[src/rtl/sad_buffer_fill_ctrl.sv]
// SAD reference-buffer fill controller: turns load-buffer requests into data-memory
// read bursts and streams the returned words into buffer A (window) or B (frame).
module sad_buffer_fill_ctrl #(
    parameter int unsigned WORDS_A = 4,
    parameter int unsigned WORDS_B = 4,
    parameter int unsigned IDX_W   = 2
) (
    input  logic             Clk,
    input  logic             Rst_n,
    input  logic             req_a,
    input  logic             req_b,
    input  logic [31:0]      addr_a,
    input  logic [31:0]      addr_b,
    output logic             mem_req,
    output logic [31:0]      mem_addr,
    input  logic             mem_ack,
    input  logic [31:0]      mem_rdata,
    output logic             buf_we,
    output logic             buf_sel,
    output logic [IDX_W-1:0] buf_idx,
    output logic [31:0]      buf_wdata,
    output logic             all_buf_flags,
    output logic             ovf_err
);

    localparam logic [1:0] S_IDLE   = 2'd0;
    localparam logic [1:0] S_FILL_A = 2'd1;
    localparam logic [1:0] S_FILL_B = 2'd2;

    localparam logic [IDX_W-1:0] LAST_A = IDX_W'(WORDS_A - 1);
    localparam logic [IDX_W-1:0] LAST_B = IDX_W'(WORDS_B - 1);

    logic [1:0]       r_state;
    logic [31:0]      r_base;
    logic [IDX_W-1:0] r_idx;
    logic             r_pend_a;
    logic             r_pend_b;
    logic [31:0]      r_paddr_a;
    logic [31:0]      r_paddr_b;
    logic             r_mem_req;
    logic [31:0]      r_mem_addr;
    logic             r_buf_we;
    logic             r_buf_sel;
    logic [IDX_W-1:0] r_buf_idx;
    logic [31:0]      r_buf_wdata;
    logic             r_ovf;

    logic [1:0]       w_state_nx;
    logic [31:0]      w_base_nx;
    logic [IDX_W-1:0] w_idx_nx;
    logic             w_pend_a_nx;
    logic             w_pend_b_nx;
    logic [31:0]      w_paddr_a_nx;
    logic [31:0]      w_paddr_b_nx;
    logic             w_buf_we_nx;
    logic             w_buf_sel_nx;
    logic [IDX_W-1:0] w_buf_idx_nx;
    logic [31:0]      w_buf_wdata_nx;
    logic             w_ovf_nx;
    logic             w_take_a;
    logic             w_take_b;
    logic             w_start_a;
    logic             w_start_b;
    logic [31:0]      w_addr_a_al;
    logic [31:0]      w_addr_b_al;

    assign w_addr_a_al = addr_a & ~32'h3;
    assign w_addr_b_al = addr_b & ~32'h3;

    // Next-state, pending-slot and buffer-write logic
    always_comb begin
        w_state_nx     = r_state;
        w_base_nx      = r_base;
        w_idx_nx       = r_idx;
        w_pend_a_nx    = r_pend_a;
        w_pend_b_nx    = r_pend_b;
        w_paddr_a_nx   = r_paddr_a;
        w_paddr_b_nx   = r_paddr_b;
        w_buf_we_nx    = 1'b0;
        w_buf_sel_nx   = r_buf_sel;
        w_buf_idx_nx   = r_buf_idx;
        w_buf_wdata_nx = r_buf_wdata;
        w_ovf_nx       = r_ovf;
        w_take_a       = 1'b0;
        w_take_b       = 1'b0;
        w_start_a      = 1'b0;
        w_start_b      = 1'b0;

        case (r_state)
            S_IDLE: begin
                if (r_pend_a || req_a) begin
                    w_state_nx = S_FILL_A;
                    w_idx_nx   = '0;
                    if (r_pend_a) begin
                        w_base_nx = r_paddr_a;
                        w_take_a  = 1'b1;
                    end else begin
                        w_base_nx = w_addr_a_al;
                        w_start_a = 1'b1;
                    end
                end else if (r_pend_b || req_b) begin
                    w_state_nx = S_FILL_B;
                    w_idx_nx   = '0;
                    if (r_pend_b) begin
                        w_base_nx = r_paddr_b;
                        w_take_b  = 1'b1;
                    end else begin
                        w_base_nx = w_addr_b_al;
                        w_start_b = 1'b1;
                    end
                end
            end
            S_FILL_A: begin
                if (mem_ack) begin
                    w_buf_we_nx    = 1'b1;
                    w_buf_sel_nx   = 1'b0;
                    w_buf_idx_nx   = r_idx;
                    w_buf_wdata_nx = mem_rdata;
                    if (r_idx == LAST_A) begin
                        w_idx_nx = '0;
                        if (r_pend_b) begin
                            w_state_nx = S_FILL_B;
                            w_base_nx  = r_paddr_b;
                            w_take_b   = 1'b1;
                        end else begin
                            w_state_nx = S_IDLE;
                        end
                    end else begin
                        w_idx_nx = r_idx + IDX_W'(1);
                    end
                end
            end
            S_FILL_B: begin
                if (mem_ack) begin
                    w_buf_we_nx    = 1'b1;
                    w_buf_sel_nx   = 1'b1;
                    w_buf_idx_nx   = r_idx;
                    w_buf_wdata_nx = mem_rdata;
                    if (r_idx == LAST_B) begin
                        w_idx_nx = '0;
                        if (r_pend_a) begin
                            w_state_nx = S_FILL_A;
                            w_base_nx  = r_paddr_a;
                            w_take_a   = 1'b1;
                        end else begin
                            w_state_nx = S_IDLE;
                        end
                    end else begin
                        w_idx_nx = r_idx + IDX_W'(1);
                    end
                end
            end
            default: begin
                w_state_nx = S_IDLE;
                w_idx_nx   = '0;
            end
        endcase

        // A slot consumed this cycle is free again for a same-cycle request
        if (w_take_a) w_pend_a_nx = 1'b0;
        if (w_take_b) w_pend_b_nx = 1'b0;
        if (req_a && !w_start_a) begin
            if (r_pend_a && !w_take_a) begin
                w_ovf_nx = 1'b1;
            end else begin
                w_pend_a_nx  = 1'b1;
                w_paddr_a_nx = w_addr_a_al;
            end
        end
        if (req_b && !w_start_b) begin
            if (r_pend_b && !w_take_b) begin
                w_ovf_nx = 1'b1;
            end else begin
                w_pend_b_nx  = 1'b1;
                w_paddr_b_nx = w_addr_b_al;
            end
        end
    end

    always_ff @(posedge Clk or negedge Rst_n) begin
        if (!Rst_n) begin
            r_state     <= S_IDLE;
            r_base      <= '0;
            r_idx       <= '0;
            r_pend_a    <= 1'b0;
            r_pend_b    <= 1'b0;
            r_paddr_a   <= '0;
            r_paddr_b   <= '0;
            r_mem_req   <= 1'b0;
            r_mem_addr  <= '0;
            r_buf_we    <= 1'b0;
            r_buf_sel   <= 1'b0;
            r_buf_idx   <= '0;
            r_buf_wdata <= '0;
            r_ovf       <= 1'b0;
        end else begin
            r_state     <= w_state_nx;
            r_base      <= w_base_nx;
            r_idx       <= w_idx_nx;
            r_pend_a    <= w_pend_a_nx;
            r_pend_b    <= w_pend_b_nx;
            r_paddr_a   <= w_paddr_a_nx;
            r_paddr_b   <= w_paddr_b_nx;
            r_mem_req   <= (w_state_nx != S_IDLE);
            r_mem_addr  <= w_base_nx + (32'(w_idx_nx) << 2);
            r_buf_we    <= w_buf_we_nx;
            r_buf_sel   <= w_buf_sel_nx;
            r_buf_idx   <= w_buf_idx_nx;
            r_buf_wdata <= w_buf_wdata_nx;
            r_ovf       <= w_ovf_nx;
        end
    end

    assign mem_req       = r_mem_req;
    assign mem_addr      = r_mem_addr;
    assign buf_we        = r_buf_we;
    assign buf_sel       = r_buf_sel;
    assign buf_idx       = r_buf_idx;
    assign buf_wdata     = r_buf_wdata;
    assign ovf_err       = r_ovf;
    // Decode stall: the live request terms make a back-to-back load wait
    assign all_buf_flags = (r_state == S_IDLE) & ~r_pend_a & ~r_pend_b & ~req_a & ~req_b;

endmodule
[config.mk]
export PLATFORM = sky130hd
export DESIGN_NAME = sad_buffer_fill_ctrl
export DESIGN_NICKNAME = d
export VERILOG_FILES = /design/src/rtl/sad_buffer_fill_ctrl.sv
export SDC_FILE = /design/constraint.sdc
export NUM_CORES = 1
export LEC_CHECK = 0
export CORE_MARGIN = 2
export CORE_UTILIZATION = 25
export DETAILED_ROUTE_END_ITERATION = 7
export PLACE_DENSITY = 0.48
export SYNTH_ARGS = -nofsm -noshare
export SYNTH_HDL_FRONTEND = slang
export SYNTH_SLANG_ARGS = --single-unit
export TNS_END_PERCENT = 20
[constraint.sdc]
create_clock -name Clk -period 4.6 [get_ports Clk]
set_clock_uncertainty 0.2 [all_clocks]
set_input_delay 1.15 -clock Clk [delete_from_list [all_inputs] [get_ports Clk]]
set_output_delay 1.15 -clock Clk [all_outputs]
set_load 0.02 [all_outputs]
==> impl_metrics.json <==
{
  "status": "complete, no violations",
  "diodes": 0,
  "layout-drive-gt1-share_pct": 23.2,
  "grt_pass1_vias": 7029,
  "report.final.slew_viol_count": 0,
  "place_congestion": 0.796,
  "mappedNetlistArea_sq_um": 8460,
  "ant_nets": 0,
  "clockBufferDepth": 2,
  "initial_core_util_pct": 25.3,
  "ys_top_cells_by_count": "dfrtp_1, mux2_2, o21ai_0",
  "path_clk_slew_ns": 0.08,
  "synth_ff_type": "dfrtp_1",
  "cts_resized": 0,
  "p_leak_nw": 4.79,
  "reg2reg_depth": 14,
  "final-hold-violation-count": 0,
  "cts_sinks": 166,
  "grt_max_degree": 75,
  "finalCriticalPeriod_ns": 4.25,
  "cts_hold_buffers": 0,
  "grt_setup_unrepaired": "false",
  "rrSetupSlack_ns": 0.63,
  "cts_buffers": 17,
  "slew_headroom_pct": 54.9,
  "htreeDepth": 4,
  "synthTopCellsByArea": "dfrtp_1, mux2_2, o21ai_0, mux2i_1, xnor2_1",
  "synth_top_family_by_area": "multiplexers",
  "hold_depth": 1,
  "synth_area_per_cell_sq_um": 11.2,
  "port_buffers": 167,
  "drt_first_pass_iters": 5,
  "synth_edf_count": 0,
  "drc_errors": 0,
  "synth-async-reset-ratio_pct": 100,
  "fmax_mhz": 235,
  "tritoncts": "done",
  "critPathLaunch": "r_state[0]$_DFF_PN0_",
  "synth.net_count": 867,
  "synth_top_cell_by_area": "dfrtp_1",
  "arrival_ns": 2.90,
  "peakVddDrop_mv": 0.299,
  "design.core.area_sq_um": 33400,
  "synth_compound_area_share_pct": 14.8,
  "place_hpwl_um": 20000,
  "final_util_pct": 34.5,
  "clkLatencyLatePin_ns": 0.45,
  "crit_type": "flip-flop to primary output",
  "tightest_slew_ns": 0.670,
  "grt_pass1_wl_um": 42900,
  "maxCapViolations": 0,
  "synth-seq-cells": 166,
  "cp-start-kind": "flip-flop",
  "io_pins": 172,
  "nets": 1066,
  "cp.required_ns": 3.25,
  "via_count": 6814,
  "power_mw": 8.02,
  "avgViaCountPerCell": 4.81,
  "dieArea_sq_um": 35300,
  "grt_overflow": 0,
  "synthToLayoutAreaGrowth_pct": 36.4,
  "yosys.area_share.simple_pct": 11.1,
  "antenna_found_initial": 0,
  "power.density_nw_per_um2": 695,
  "cts-root-buf": "clkbuf_16",
  "postPlaceCellArea_sq_um": 11000,
  "fp.dieH_um": 188,
  "min_path_type": "flip-flop to flip-flop",
  "setup_violations": 0,
  "cp-end-kind": "primary output",
  "r2r_end": "mem_addr[21]$_DFF_PN0_",
  "finalWirelength_um": 27900,
  "synth_xor_xnor_area_share_pct": 2.99,
  "synth_cell_types": 74,
  "yosys.cell_count.top_type": "dfrtp_1",
  "seq_area_frac_synth_pct": 49.1,
  "period_share_pct": 92.4,
  "synth_top_cell_area_share_pct": 49.1,
  "post_synth_fa_ha_maj_area_fraction_pct": 1.27,
  "grt_usage_pct": 16.1,
  "routedWlPerCell_um": 19.7,
  "ys_warn_count": 0,
  "post_cts_buffers": 0,
  "num-fill-cells": 3370,
  "cp_max_fo": 9,
  "fin_area_sq_um": 11500,
  "drt_iter0_markers": 527,
  "die_w_um": 188,
  "synthMuxAreaShare_pct": 15.9,
  "netlist_instances": 758,
  "rr_startpoint": "r_state[0]$_DFF_PN0_",
  "rows": 67
}
-- where the power goes --
group          switching, mW  internal [mW]  total (mW)
Clock                  0.700          0.726        1.43
Sequential             0.439           2.19        2.63
Combinational           2.05           1.91        3.96
-- worst max path at each step --
stage,endpoint,slack [ns],cells past startpoint
after floorplan,mem_addr[21]$_DFF_PN0_,0.09,19
after CTS,all_buf_flags,0.34,5
after detailed placement,mem_addr[31]$_DFF_PN0_,-0.03,13
after global placement,mem_addr[16]$_DFF_PN0_,-0.007,13
final,all_buf_flags,0.35,5
after global routing,mem_addr[21]$_DFF_PN0_,0.19,17
-- cell families after synthesis --
family / count (synthesis)
buffers and inverters: 88
adders and majority gates: 8
muxes: 122
DFF: 166
xor gates and xnor gates: 28
AOI/OAI and AO/OA: 179
and+or+nand+nor: 167
-- registers in the layout, summed over array words and instances (netlist names), 2 cells and up, named ones only --
register	count
mem_addr	30
buf_idx	2
buf_wdata	32
r_base	30
r_state	2
r_paddr_a	30
r_paddr_b	30
r_idx	2
-- layout make-up --
class                           count  area (sq um)  area share, %
Timing Repair Buffer              230          2190           18.9
Sequential cell                   166          4160           36.0
Clock inverter                     15           154           1.33
Clock buffer                       17           425           3.69
Tap cell                          448           561           4.86
Inverter                           38           143           1.24
Multi-Input combinational cell    504          3910           33.9
-- cells in the final DEF, fill, tap and decap left out, types with 14 or more instances in the layout --
cell / count
inv_1: 34
a22oi_1: 21
o21ai_0: 43
mux2i_1: 21
a221oi_1: 14
clkbuf_16: 17
nand3_1: 14
buf_4: 59
mux2_2: 101
xnor2_1: 19
clkdlybuf4s50_1: 164
dfrtp_1: 165
nor2_1: 40
nand2_1: 41
a21oi_1: 30
-- routing by layer --
layer | up-vias | global-route usage, % | share of wire, %
met5 | - | 0 | 0
met4 | 0 | 4.36 | 1.4
met2 | 226 | 25.9 | 47
li1 | 3160 | - | -
met1 | 3404 | 21.5 | 45
met3 | 24 | 3.87 | 6.2
-- worst max-delay path: stages (launching register included) --
cell and delay [ns]:
dfrtp_1 0.43, inv_1 0.10, ha_1 0.39, or3b_1 0.43, nor3_2 0.38, clkdlybuf4s50_1 0.72
-- metrics by stage --
stage          hold WS [ns]  TNS [ns]  setup slack [ns]  std cells
4_1_cts               0.300         0             0.338       1418
6_report              0.291         0             0.349       1418
3_5_place_dp          0.275   -0.0509           -0.0266       1386
3_3_place_gp          0.271  -0.00695          -0.00695       1386
5_1_grt               0.325         0             0.186       1418
2_1_floorplan         0.255         0            0.0898        758
Note: power is estimated with default switching activity, not from simulation.
